===== config.mk =====
export PLATFORM = sky130hd
export DESIGN_NAME = csr_trap_unit
export DESIGN_NICKNAME = d
export VERILOG_FILES = /design/src/rtl/csr_trap_unit.sv
export SDC_FILE = /design/constraint.sdc
export NUM_CORES = 1
export LEC_CHECK = 0
export CAP_MARGIN = 40
export CORE_ASPECT_RATIO = 0.9
export CORE_MARGIN = 2
export CORE_UTILIZATION = 51
export CTS_CLUSTER_SIZE = 14
export DETAILED_ROUTE_END_ITERATION = 6
export PLACE_DENSITY_LB_ADDON = 0.05
export SETUP_SLACK_MARGIN = 0.1
export SYNTH_ARGS = -nofsm -noshare
export SYNTH_HDL_FRONTEND = slang
export SYNTH_SLANG_ARGS = --single-unit
export TNS_END_PERCENT = 100

===== constraint.sdc =====
create_clock -name clk -period 2.24 [get_ports clk]
set_clock_uncertainty 0.05 [all_clocks]
set_input_delay 0.336 -clock clk [delete_from_list [all_inputs] [get_ports clk]]
set_output_delay 0.336 -clock clk [all_outputs]
set_load 0.05 [all_outputs]

===== src/rtl/csr_trap_unit.sv =====
`default_nettype none
// ============================================================================
// Module   : csr_trap_unit
// Purpose  : Machine-mode CSR file and trap responder (interrupt entry, mret),
//            driving a registered fetch redirect and pipeline flush.
// Options  : CSR_CYCLE_COUNTER_EN adds the 64-bit mcycle/mcycleh counter.
// Revision : 1.0  initial release
// ============================================================================
module csr_trap_unit #(
    parameter int unsigned      WIDTH     = 32,
    parameter logic [WIDTH-1:0] RESET_VEC = '0
) (
    input  logic             clk,
    input  logic             reset,
    input  logic             csr_reg_rd,
    input  logic             csr_reg_wr,
    input  logic             is_mret,
    input  logic [11:0]      csr_addr,
    input  logic [WIDTH-1:0] csr_wdata,
    input  logic [WIDTH-1:0] pc_m,
    input  logic             ext_irq,
    input  logic             timer_irq,
    output logic [WIDTH-1:0] csr_rdata,
    output logic             redirect,
    output logic [WIDTH-1:0] redirect_pc,
    output logic             flush
);

    localparam logic [11:0]      c_addr_mstatus = 12'h300;
    localparam logic [11:0]      c_addr_mie     = 12'h304;
    localparam logic [11:0]      c_addr_mtvec   = 12'h305;
    localparam logic [11:0]      c_addr_mepc    = 12'h341;
    localparam logic [11:0]      c_addr_mcause  = 12'h342;
    localparam logic [11:0]      c_addr_mip     = 12'h344;
    localparam logic [11:0]      c_addr_mcycle  = 12'hB00;
    localparam logic [11:0]      c_addr_mcycleh = 12'hB80;
    localparam logic [WIDTH-1:0] c_cause_mei    = WIDTH'(11);
    localparam logic [WIDTH-1:0] c_cause_mti    = WIDTH'(7);
    localparam logic [WIDTH-1:0] c_irq_flag     = {1'b1, {(WIDTH-1){1'b0}}};

    localparam logic [0:0] c_st_run  = 1'b0;
    localparam logic [0:0] c_st_hold = 1'b1;

    logic [0:0]       r_state;
    logic             r_mstatus_mie;
    logic             r_mstatus_mpie;
    logic             r_mie_mtie;
    logic             r_mie_meie;
    logic             r_mip_mtip;
    logic             r_mip_meip;
    logic [WIDTH-1:0] r_mtvec;
    logic [WIDTH-1:0] r_mepc;
    logic [WIDTH-1:0] r_mcause;
    logic             r_redirect;
    logic             r_flush;
    logic [WIDTH-1:0] r_redirect_pc;

    logic             w_run;
    logic             w_mei_pend;
    logic             w_mti_pend;
    logic             w_trap;
    logic             w_wr;
    logic [WIDTH-1:0] w_cause;
    logic [WIDTH-1:0] w_base;
    logic [WIDTH-1:0] w_trap_pc;
    logic [WIDTH-1:0] w_rdata;

    assign w_run      = (r_state == c_st_run);
    assign w_mei_pend = r_mie_meie & r_mip_meip;
    assign w_mti_pend = r_mie_mtie & r_mip_mtip;
    // mret has priority; a pending interrupt is re-evaluated once HOLD ends
    assign w_trap     = w_run & ~is_mret & r_mstatus_mie & (w_mei_pend | w_mti_pend);
    // the trapped instruction re-executes after return, so its write is dropped
    assign w_wr       = csr_reg_wr & w_run & ~w_trap;
    assign w_cause    = w_mei_pend ? c_cause_mei : c_cause_mti;
    assign w_base     = {r_mtvec[WIDTH-1:2], 2'b00};
    assign w_trap_pc  = r_mtvec[0] ? (w_base + (w_cause << 2)) : w_base;

`ifdef CSR_CYCLE_COUNTER_EN
    localparam logic [2*WIDTH-1:0] c_cycle_one = {{(2*WIDTH-1){1'b0}}, 1'b1};

    logic [2*WIDTH-1:0] r_mcycle;

    always_ff @(posedge clk) begin
        if (reset) begin
            r_mcycle <= '0;
        end else if (w_wr && (csr_addr == c_addr_mcycle)) begin
            r_mcycle[WIDTH-1:0] <= csr_wdata;
        end else if (w_wr && (csr_addr == c_addr_mcycleh)) begin
            r_mcycle[2*WIDTH-1:WIDTH] <= csr_wdata;
        end else begin
            r_mcycle <= r_mcycle + c_cycle_one;
        end
    end
`endif

    always_comb begin
        w_rdata = '0;
        if (csr_reg_rd) begin
            case (csr_addr)
                c_addr_mstatus: begin
                    w_rdata[7] = r_mstatus_mpie;
                    w_rdata[3] = r_mstatus_mie;
                end
                c_addr_mie: begin
                    w_rdata[11] = r_mie_meie;
                    w_rdata[7]  = r_mie_mtie;
                end
                c_addr_mtvec:   w_rdata = r_mtvec;
                c_addr_mepc:    w_rdata = r_mepc;
                c_addr_mcause:  w_rdata = r_mcause;
                c_addr_mip: begin
                    w_rdata[11] = r_mip_meip;
                    w_rdata[7]  = r_mip_mtip;
                end
`ifdef CSR_CYCLE_COUNTER_EN
                c_addr_mcycle:  w_rdata = r_mcycle[WIDTH-1:0];
                c_addr_mcycleh: w_rdata = r_mcycle[2*WIDTH-1:WIDTH];
`endif
                default: ;
            endcase
        end
    end

    always_ff @(posedge clk) begin
        if (reset) begin
            r_state        <= c_st_run;
            r_mstatus_mie  <= 1'b0;
            r_mstatus_mpie <= 1'b0;
            r_mie_mtie     <= 1'b0;
            r_mie_meie     <= 1'b0;
            r_mip_mtip     <= 1'b0;
            r_mip_meip     <= 1'b0;
            r_mtvec        <= RESET_VEC;
            r_mepc         <= '0;
            r_mcause       <= '0;
            r_redirect     <= 1'b0;
            r_flush        <= 1'b0;
            r_redirect_pc  <= '0;
        end else begin
            r_mip_meip <= ext_irq;
            r_mip_mtip <= timer_irq;
            r_redirect <= 1'b0;
            r_flush    <= 1'b0;

            if (w_wr) begin
                case (csr_addr)
                    c_addr_mstatus: begin
                        r_mstatus_mie  <= csr_wdata[3];
                        r_mstatus_mpie <= csr_wdata[7];
                    end
                    c_addr_mie: begin
                        r_mie_mtie <= csr_wdata[7];
                        r_mie_meie <= csr_wdata[11];
                    end
                    c_addr_mtvec:  r_mtvec  <= {csr_wdata[WIDTH-1:2], 1'b0, csr_wdata[0]};
                    c_addr_mepc:   r_mepc   <= {csr_wdata[WIDTH-1:2], 2'b00};
                    c_addr_mcause: r_mcause <= csr_wdata;
                    default: ;
                endcase
            end

            case (r_state)
                c_st_run: begin
                    if (is_mret) begin
                        r_mstatus_mie  <= r_mstatus_mpie;
                        r_mstatus_mpie <= 1'b1;
                        r_redirect_pc  <= r_mepc;
                        r_redirect     <= 1'b1;
                        r_flush        <= 1'b1;
                        r_state        <= c_st_hold;
                    end else if (w_trap) begin
                        r_mepc         <= {pc_m[WIDTH-1:2], 2'b00};
                        r_mcause       <= c_irq_flag | w_cause;
                        r_mstatus_mpie <= r_mstatus_mie;
                        r_mstatus_mie  <= 1'b0;
                        r_redirect_pc  <= w_trap_pc;
                        r_redirect     <= 1'b1;
                        r_flush        <= 1'b1;
                        r_state        <= c_st_hold;
                    end
                end
                c_st_hold: r_state <= c_st_run;
                default:   r_state <= c_st_run;
            endcase
        end
    end

    assign csr_rdata   = w_rdata;
    assign redirect    = r_redirect;
    assign flush       = r_flush;
    assign redirect_pc = r_redirect_pc;

endmodule
`default_nettype wire


Word level (Yosys, flattened, before mapping)
Index checks and enable logic that the tools add are counted. W data, S select, Z words.

Multiply operators: 0. Multiplexer cells: 35. Add/sub/neg operators: 1. Reductions and logical operators: 5. Equality and inequality tests: 6. Bitwise logic cells: 11. Order comparisons: 0. Shift-type cells: 0. Divide/modulo/power cells: 0.

Operators by type and width (number): $mux W32 (14); $eq A12 B10 Y1 const B (6); $pmux W20 S3 (1); $add A32 B6 Y32 (1); $pmux W3 S3 (3); $mux W1 (12); $and A1 B1 Y1 (7); $pmux W1 S6 (1); $reduce_and A2 Y1 (3); $pmux W1 S5 (1); $mux W4 (1); $pmux W1 S4 (1); $not A1 Y1 (3); $pmux W1 S2 (1); $reduce_bool A2 Y1 (1); $reduce_or A2 Y1 (1); $or A1 B1 Y1 (1).

Memory bits (read-only): 0. Output and inout port bits: 66. Memories kept: 0. Bits in latches: 0. Bits in writable memories: 0. Word-level logic and storage cells: 70. Bits of input ports: 83. Register bits after elaboration: 135.

Logic depth before layout (Yosys ltp)
Gate-level depths: netlist of run 1.

Depth after elaboration: 10. Gate-level depth with buffers: 9. Mapped depth without buffers: 8.

Least setup slack after synthesis of run 1
OpenSTA, ideal clock, no wires.

Path kind: input to output. Start point: in csr_addr[0]. End point: out csr_rdata[0]. Stages on the path: 8. Setup slack: -0.428 ns. Data arrival time: 2.282 ns. Cells stage by stage: clkbuf_1 > nand2b_1 > nor3_1 > clkbuf_1 > a22oi_1 > nor2_1 > a21oi_1 > nor2_1.

Cells in the longest elaborated chain, start to end: 3. Elaborated cells between the ends (all ways): 5. Classes of those cells: eq/ne: 3; mux: 2.

Ends and longest elaborated chain: start, declared (RTL line 18) `input logic [11:0] csr_addr,`; $eq A12 B10 Y1 (RTL line 100) `case (csr_addr)`; $pmux W3 S3 (*) (RTL line 100); $mux W32 (*) (RTL line 99) `if (csr_reg_rd) begin`; end, declared (RTL line 23) `output logic [WIDTH-1:0] csr_rdata,`.

Every way passes the cells marked *; elsewhere a longest branch is shown, timed or not.

Worst setup path in the final report of run 1
Start point: in csr_addr[2]. End point: out csr_rdata[4].

Same word-level chain as after synthesis.

==> out/qor.yml, run 1 <==
sta:
  setup_viol: 0
  final-hold-violation-count: 0
  whs_ns: 0.3334
  max_freq_ghz: 0.4615
  slew_violations: 0
  slew_headroom_pct: 62.82
  fin_crit_ns: 2.167
  fin_ws_ns: 0.07337
  fin_setup_tns_ns: 0
  tightest_slew_ns: 0.5577
  grt_setup_unrepaired: "yes"
  period_share_pct: 96.72
finish:
  nNetsFinal: 1118
  fillers: 739
  multi_input_comb_area_um2: 4232
  drive_gt1_share_pct: 26.65
  area_growth_syn_to_layout_pct: 59.15
  diodes: 0
  final_cells: 1211
  register_area_um2: 2689
synthesis:
  synth_area_leaders: "dfxtp_1 (40%), mux2i_1 (10%), a21oi_1 (6.4%)"
  ys.flop_type: "dfxtp_1"
  synth_area_um2: 6676
  yosysSeqAreaShare_pct: 40.18
  synth_enable_flop_cells: 0
  yosys.area.top_type: "dfxtp_1"
  synth_cell_types: 52
  synth_cells: 842
  synth_top_area_share_pct: 40.18
  yosysMostFrequentCell: "dfxtp_1"
  ys_warn_count: 0
  synthTopCellsByCount: "dfxtp_1 (134), nand2_1 (114), nor2_1 (112)"
  synthArstFlopShare_pct: 0
  syn_avg_cell_area_um2: 7.929
  postSynthNetCount: 926
  synth-seq-cells: 134
floorplan:
  ios: 149
  row_count: 39
  die_area_um2: 14020
  fp.dieW_um: 124.6
  core_um2: 12740
  die_h_um: 112.5
  initial_core_util_pct: 52.42
power:
  power_leakage_nw: 3.594
  power_density_nw_per_um2: 548.3
  irDropWorstVdd_mv: 0.5747
worst_setup_path:
  path_cells: "buf_6 > nand2b_4 > nor3_4 > buf_12 > buf_12 > buf_16 > a22oi_1 > nor2_1 > a21oi_4 > nor2_2 > buf_12"
  crit_type: "in -> out"
  critical_path_arrival_ns: 1.78
  crit_fanout: 5
  crit_slowest_cell: "nor3_4"
  path_common_cell: "buf_12"
  critPathLaunchType: "primary input"
  cp-end-kind: "output pin"
  slowest_delay_ns: 0.20
  critPathRequiredTime_ns: 1.85
flow_run:
  maxCapViolations: 0
clock_tree:
  htree_levels: 4
  worstSkewPairLatency_ns: 0.43
  clkTransAtPathRegs_ns: 0.06
  tritoncts: "done"
  cts_buffers: 17
  clock-root-buffer: "clkbuf_16"
  cts_buffer_depth: 2
  postCtsHoldBufs: 0
  clock-sinks: 134
grt:
  grt.overflow.total: 0
  grt_pass1_wl_um: 40030
  antenna_found_initial: 0
  grt_use_total_pct: 36.36
  grt_max_degree: 43
  grt_pass1_vias: 7403
status:
  run_status: "finished, final reports clean"
route:
  avgViaCountPerCell: 6.305
  antenna_left: 0
  dr.first_iter.drc_count: 1014
  routed_wl_um: 26470
  dr.pass1.iters: 5
  num_vias: 7635
  drc_errors: 0
  routedWlPerCell_um: 21.86
placed_design:
  hpwl_um: 16150
  pre_cts_slack_ns: -0.3641
  dp.cells: 1156
  routabilityCongestion: 0.9133
  numPortBuffers: 146
worst_hold_path:
  hold_path_class: "in -> reg"
==> sequential cells by signal, indices dropped and copies added, names as in the netlist <==
signal          cells
r_mcause           32
r_mepc             32
r_mie_meie          1
r_mie_mtie          1
r_mip_meip          1
r_mip_mtip          1
r_mstatus_mie       1
r_mstatus_mpie      1
r_mtvec            31
r_state             1
redirect_pc        32
==> cells in the final DEF, fill, tap and decap left out, drive strengths merged, types with 2 or more instances in the layout <==
cell type	n
nor3b	4
a211oi	6
a22oi	34
and4	2
nand4	11
nor3	17
inv	7
and3	25
nand3	13
a2111oi	3
dfxtp	134
nor2	112
a31oi	5
bufinv	4
nor2b	4
nand2b	8
o21ai	41
dlygate4sd2	4
buf	132
mux2i	68
nand2	116
o211ai	2
clkinvlp	3
o22ai	20
xnor2	15
or3	5
o31ai	3
clkbuf	24
and2	6
xor2	15
nor4	2
clkinv	6
clkdlybuf4s50	99
a21oi	86
==> logic make-up (layout without fill, tap and decap cells) <==
logic type / after synthesis / count (layout) / share of synthesized area (%)
xor+xnor: 30 / 30 / 3.936
simple gates: 329 / 329 / 22.73
mux: 69 / 69 / 10.36
buf+inv: 75 / 280 / 4.685
fa+ha+maj: 1 / 1 / 0.1874
compound gates: 204 / 204 / 17.92
flops: 134 / 134 / 40.18
==> where the power goes <==
group	total (mW)	internal (mW)	switching, mW	leakage (nW)
combinational	0.446	0.215	0.231	2.21
sequential	2.41	2.40	0.0148	1.08
clock	2.97	1.88	1.08	0.299
==> area by class of cell <==
class                   count  share of cell area, %
clock buffers              19                  4.169
flip-flops and latches    134                  25.31
clock inverters            13                  1.696
repair buffers            241                  26.83
well taps                 164                  1.931
inverters                   7                 0.2473
multi-input cells         633                  39.83
==> per-layer routing <==
metal  track usage [%]  wire length, um  up-vias
li1                  -                -     3339
met4             17.15              996        0
met1             46.79            10390     3640
met5                 0                0        -
met3             9.628             3192       88
met2             57.23            11890      568
==> what timing repair did <==
item,in CTS,in global routing
buffers inserted,12,3
endpoints found under the setup margin,35,63
pin swaps,35,41
gates cloned,6,3
resized for setup,114,44
==> path summary, 6_finish.rpt <==
kind | from | to | slack, ns | depth (start not counted)
worst max-delay path | csr_addr[2] | csr_rdata[4] | 0.07 | 11
worst min-delay path | reset | r_mtvec[14]$_SDFFE_PP0P_ | 0.33 | 2
worst max register to register | r_mie_meie$_SDFFE_PP0P_ | r_mepc[15]$_SDFF_PP0_ | 0.13 | 8
worst min register to register | redirect_pc[4]$_SDFFE_PP0P_ | redirect_pc[4]$_SDFFE_PP0P_ | 0.40 | 2
==> per-stage QoR <==
step           utilization (%)  total power, mW  instance area (um^2)
2_1_floorplan                -            2.607                  6907
3_3_place_gp             72.59            2.853                  9245
3_5_place_dp             72.59            2.860                  9245
4_1_cts                  81.91            5.791                 10430
5_1_grt                  83.43            5.934                 10630
6_report                 83.43            5.826                 10630
==> worst max-delay path: cells and delay by family <==
family	cells	cell delay (ns)
AOI/OAI and AO/OA	2	0.13
buffers and inverters	5	0.64
and+or+nand+nor	4	0.68
Note: power is estimated with default switching activity, not from simulation.
==> run 2: changes to the inputs <==
CORE_UTILIZATION = 30   (was 51)
==> run 2 against run 1 <==
Critical path type unchanged. First-iteration DRC count fell by 52%. Count of clock-buffer cells in the layout fell by 1. Largest power group unchanged. Cell count rose by 11%. Die area rose by 67%. Non-clock buffer count rose by 10. Design area rose by 2.0%. Critical path depth fell by 1. Total power barely moved. Wire length fell by 1.7%. Global-route usage fell by 14 points.
==> out/qor.yml, run 2 (synthesis results as in run 1) <==
placed_design:
  dp.cells: 1299  # was 1156
  pre_cts_slack_ns: -0.3720  # was -0.3641 ns
  place_area_um2: 9587  # was 9245 um^2
  routabilityCongestion: 0.8109  # was 0.9133
  hpwl_um: 18070  # was 16150 um
  numPortBuffers: 146  # unchanged
route:
  num_vias: 6847  # was 7635
  dr.pass1.iters: 5  # unchanged
  avgViaCountPerCell: 5.079  # was 6.305
  dr.first_iter.drc_count: 491  # was 1014
  drc_errors: 0  # unchanged
  routedWlPerCell_um: 19.31  # was 21.86 um
  routed_wl_um: 26030  # was 26470 um
  antenna_left: 0  # unchanged
grt:
  grt_pass1_vias: 6623  # was 7403
  antenna_found_initial: 1  # was 0
  grt.overflow.total: 0  # unchanged
  grt_use_total_pct: 22.23  # was 36.36%
  grt_max_degree: 61  # was 43
  grt_pass1_wl_um: 40180  # was 40030 um
worst_setup_path:
  critPathLaunchType: "primary input"  # unchanged
  cp-end-kind: "output pin"  # unchanged
  path_cells: "buf_6 > nand2b_4 > nor3_4 > buf_12 > buf_12 > buf_16 > a22o_4 > a221oi_4 > nor2b_2 > buf_12"  # was buf_6 > nand2b_4 > nor3_4 > buf_12 > buf_12 > buf_16 > a22oi_1 > nor2_1 > a21oi_4 > nor2_2 > buf_12
  r2r_start: "r_mtvec[2]$_SDFFE_PP0P_"  # was r_mie_meie$_SDFFE_PP0P_
  crit_type: "in -> out"  # unchanged
  critPathBufInv: 5  # unchanged
  critPathRequiredTime_ns: 1.85  # about the same
  critical_path_arrival_ns: 1.76  # was 1.78 ns
  crit_fanout: 7  # was 5
  path_common_cell: "buf_12"  # unchanged
  crit_slowest_cell: "a22o_4"  # was nor3_4
  cp_top_family: "buffers and inverters"  # was simple AND/OR/NAND/NOR gates
  slowest_delay_ns: 0.26  # was 0.20 ns
  critPathLaunch: "csr_addr[2]"  # unchanged
clock_tree:
  cts_buffer_depth: 2  # unchanged
  htree_levels: 4  # unchanged
  clock-sinks: 134  # unchanged
  clock-root-buffer: "clkbuf_16"  # unchanged
  worstSkewPairLatency_ns: 0.43  # about the same
  postCtsHoldBufs: 0  # unchanged
  tritoncts: "done"  # unchanged
  cts_buffers: 17  # unchanged
  clkTransAtPathRegs_ns: 0.06  # about the same
finish:
  drive_gt1_share_pct: 25.95  # was 26.65%
  stdcell_area_um2: 10830  # was 10630 um^2
  final_common_cell: "dfxtp_1"  # unchanged
  layout_common_cells: "dfxtp_1 (133), nand2_1 (114), clkdlybuf4s50_1 (99)"  # was dfxtp_1 (131), nand2_1 (114), clkdlybuf4s50_1 (99)
  area_growth_syn_to_layout_pct: 62.26  # was 59.15%
  final_cells: 1348  # was 1211
  nNetsFinal: 1128  # was 1118
sta:
  setup_viol: 0  # unchanged
  tightest_slew_ns: 0.5649  # was 0.5577 ns
  slew_violations: 0  # unchanged
  period_share_pct: 95.63  # was 96.72%
  grt_setup_unrepaired: "yes"  # unchanged
  final-hold-violation-count: 0  # unchanged
  slew_headroom_pct: 62.22  # was 62.82%
  fin_ws_ns: 0.09778  # was 0.07337 ns
  fin_crit_ns: 2.142  # was 2.167 ns
  max_freq_ghz: 0.4668  # was 0.4615 GHz
  fin_setup_tns_ns: 0  # unchanged
power:
  irDropWorstVdd_mv: 0.4425  # was 0.5747 mV
  power_leakage_nw: 3.641  # was 3.594 nW
  power_density_nw_per_um2: 538.2  # was 548.3 nW/um^2
status:
  run_status: "finished, final reports clean"  # unchanged
floorplan:
  fp.dieW_um: 161.3  # was 124.6 um
  die_area_um2: 23470  # was 14020 um^2
  die_h_um: 145.5  # was 112.5 um
  core_um2: 21760  # was 12740 um^2
  initial_core_util_pct: 30.68  # was 52.42%
  ios: 149  # unchanged
  row_count: 51  # was 39
worst_hold_path:
  min_from: "reset"  # unchanged
  hold_path_class: "in -> reg"  # unchanged
flow_run:
  maxCapViolations: 0  # unchanged
==> run 2: tightest hold or removal path: stages <==
cell and delay, ns:
buf_2 0.13, nor2_2 0.06, buf_4 0.17, nand2_1 0.07, o21ai_0 0.06
==> run 2: layer usage <==
layer	wire [um]	global-route usage [%]	up-vias
met5	0	0	-
met1	13040	33.29	3251
met3	1506	4.788	30
met4	354	5.714	0
met2	11130	32.10	218
li1	-	-	3348
==> run 2: path summary, 6_finish.rpt <==
kind	endpoint	depth (start not counted)	slack, ns
worst max register to register	redirect_pc[26]$_SDFFE_PP0P_	8	0.28
worst max-delay path	csr_rdata[11]	10	0.1
worst min register to register	redirect_pc[2]$_SDFFE_PP0P_	2	0.40
worst min-delay path	r_mepc[19]$_SDFF_PP0_	5	0.40
==> run 2: stage by stage <==
stage / hold WS, ns / total power [mW] / util (%)
floorplan: 0.3866 / 2.607 / -
global placement: 0.3938 / 2.888 / 44.06
detailed placement: 0.3969 / 2.886 / 44.06
CTS: 0.3932 / 5.882 / 48.45
global route: 0.4110 / 6.034 / 49.78
finish: 0.4008 / 5.830 / 49.78
==> run 2: layout make-up <==
type                       instances  area [um^2]
fill                            2040        10930
sequential                       134         2684
tap                              291        364.1
antenna                            1        2.502
multi-input combinational        633         4175
inverter                           7        26.28
clock inverter                    13        180.2
clock buffer                      18        439.2
timing repair buffer             251         2962
==> run 2: repair_timing <==
action,in CTS,in global routing
setup buffers,11,4
endpoints found under the setup margin,64,53
endpoints found under the hold margin,0,0
pin swaps,26,44
gates resized for setup,83,61
cloned,3,2
==> run 2: where the power goes <==
group | switching [mW] | total, mW | leakage, nW | internal [mW]
Sequential | 0.0132 | 2.41 | 1.08 | 2.40
Clock | 1.09 | 2.97 | 0.298 | 1.88
Combinational | 0.228 | 0.450 | 2.26 | 0.223
Total | 1.33 | 5.83 | 3.64 | 4.50
==> run 3: changes to the inputs <==
CAP_MARGIN = 0   (was 40)
==> results of run 3 <==
The final DEF is identical to that of run 2; final timing and power are the same.
==> RTL edit, RTL diff (config.mk and constraints of run 1) <==
Put one more register stage on the output `redirect_pc`. The value now appears one clock later. The other outputs are not delayed to match.
--- a/src/rtl/csr_trap_unit.sv
+++ b/src/rtl/csr_trap_unit.sv
@@ -191,3 +191,5 @@
     assign flush       = r_flush;
-    assign redirect_pc = r_redirect_pc;
+    always_ff @(posedge clk) begin
+        redirect_pc <= r_redirect_pc;
+    end
 
Formal check against the unedited RTL: not equivalent (a bounded check fails within 4 cycles, from zero or initial values and one cycle with reset high).
==> RTL edit against run 1 <==
The run now ends with setup timing left. Wire length increased by 1.5%. Hold slack worse by 0.032 ns. Sequential cell count rose by 32. Cell count rose by 1.7%. Die area is 11% higher. Global-route usage fell by 2.7 points. Clock power increased by 6%. Setup slack lost 0.18 ns. Count of clock-buffer cells in the layout is 2 higher. Final area grew 8.3%. Power increased by 13%. Sequential power is 24% higher. Register-to-register slack better by 0.03 ns. Area after synthesis increased by 12%.
==> RTL edit: results <==
group,metric,value,unit
status,status,"complete, but fails checks",
status,violations,"setup timing",
yosys,syn_area_per_cell,9.06,µm²
yosys,synth_cell_types,64,
clock_tree,cts_made_buffers,17,
detailed_routing,wl_per_cell,21.8,µm
critical_path,cp.arrival,1.96,ns
global_route,grt-ovfl-total,0,
cells_and_area,layout.nets,1110,
global_route,grt_pass1_wl,41300,µm
detailed_routing,drtIter0Drc,682,
yosys,syn_nets,908,
detailed_routing,drtPass1Iterations,6,
placement,place_congestion,0.973,
yosys,synth_commonest_cells,"dfxtp_1 (166), nor2_1 (108), mux2i_1 (98)",
sta,worst_slack,-0.107,ns
clock_tree,cts-root-buf,"clkbuf_16",
min_path,min_path_type,"flip-flop to flip-flop",
power_and_ir_drop,peakVddDrop,0.572,mV
min_path,hold_depth,0,
sta,finalSetupViolCount,32,
sta,relSlewSlack,55.9,%
global_route,grt_max_degree,79,
placement,post-place-ws,-0.402,ns
cells_and_area,drive_gt1_share,25.7,%
global_route,grt_antenna_before_repair,0,
placement,dp.cells,1185,
yosys,yosysSeqAreaShare,44.5,%
yosys,synth_area_leaders,"dfxtp_1 (45%), mux2i_1 (13%), nor2_1 (5.4%), a22o_1 (3.8%), a22oi_1 (3.5%)",
global_route,grt_pass1_vias,7622,
placement,hpwl,17900,µm
critical_path,worstPathMaxFanout,6,
power_and_ir_drop,power_leakage,4.71,nW
critical_path,ff2ff_path_depth,7,
cells_and_area,fillers,903,
detailed_routing,vias_per_cell,6.12,
detailed_routing,num_vias,7533,
global_route,track_usage,33.7,%
==> RTL edit: cell families after synthesis <==
kind of cell	after synthesis	share of synthesized area (%)
buffers and inverters	74	4.00
xor gates and xnor gates	21	2.46
DFF	166	44.5
AOI/OAI and AO/OA	195	18.5
adders and majority gates	1	0.168
and+or+nand+nor	267	16.9
muxes	100	13.4
==> RTL edit: final cells by class <==
class	count	share of cell area [%]
timing repair buffer	247	25.2
clock inverter	10	1.47
inverter	10	0.326
tap	193	2.10
multi-input combinational	584	37.9
clock buffer	21	4.00
sequential	166	29.0
==> RTL edit: worst paths after layout <==
kind	startpoint	end	slack, ns
worst max register to register	r_mtvec[2]	r_redirect_pc[28]	0.16
worst min-delay path	r_redirect_pc[4]	redirect_pc[4]	0.30
worst max-delay path	csr_addr[5]	csr_rdata[10]	-0.11
worst min register to register	r_redirect_pc[4]	redirect_pc[4]	0.30
==> RTL edit: what timing repair did <==
action	in CTS	in global routing
setup endpoints to repair	38	53
pin swaps	31	19
buffers inserted	9	4
gates resized for setup	84	16
gates cloned	2	2
==> RTL edit: per-stage QoR <==
step                setup TNS [ns]  cell area, µm²
floorplan                    -1.14            7820
detailed placement          -31.73           10400
finish                       -2.70           11500
global placement            -30.99           10400
CTS                          -2.65           11400
global route                 -5.45           11500
==> RTL edit: power breakdown <==
group	internal (W)	switching [W]
Combinational	0.000219	0.000235
Sequential	0.00297	0.0000145
Clock	0.00193	0.00121
==> RTL edit: per-layer routing <==
layer	vias up	wire length (µm)	GRT usage [%]
li1	3389	-	-
met1	3649	10700	41.9
met2	422	13200	56.8
met3	73	2220	7.12
met4	0	825	14.1
met5	-	0	0
==> RTL edit: critical path, cell delays in order <==
cell,delay [ns]
buf_6,0.09
or3_4,0.41
nor3b_4,0.26
and2_4,0.22
buf_12,0.13
clkbuf_16,0.15
a22oi_2,0.08
nor2_4,0.14
buf_12,0.14
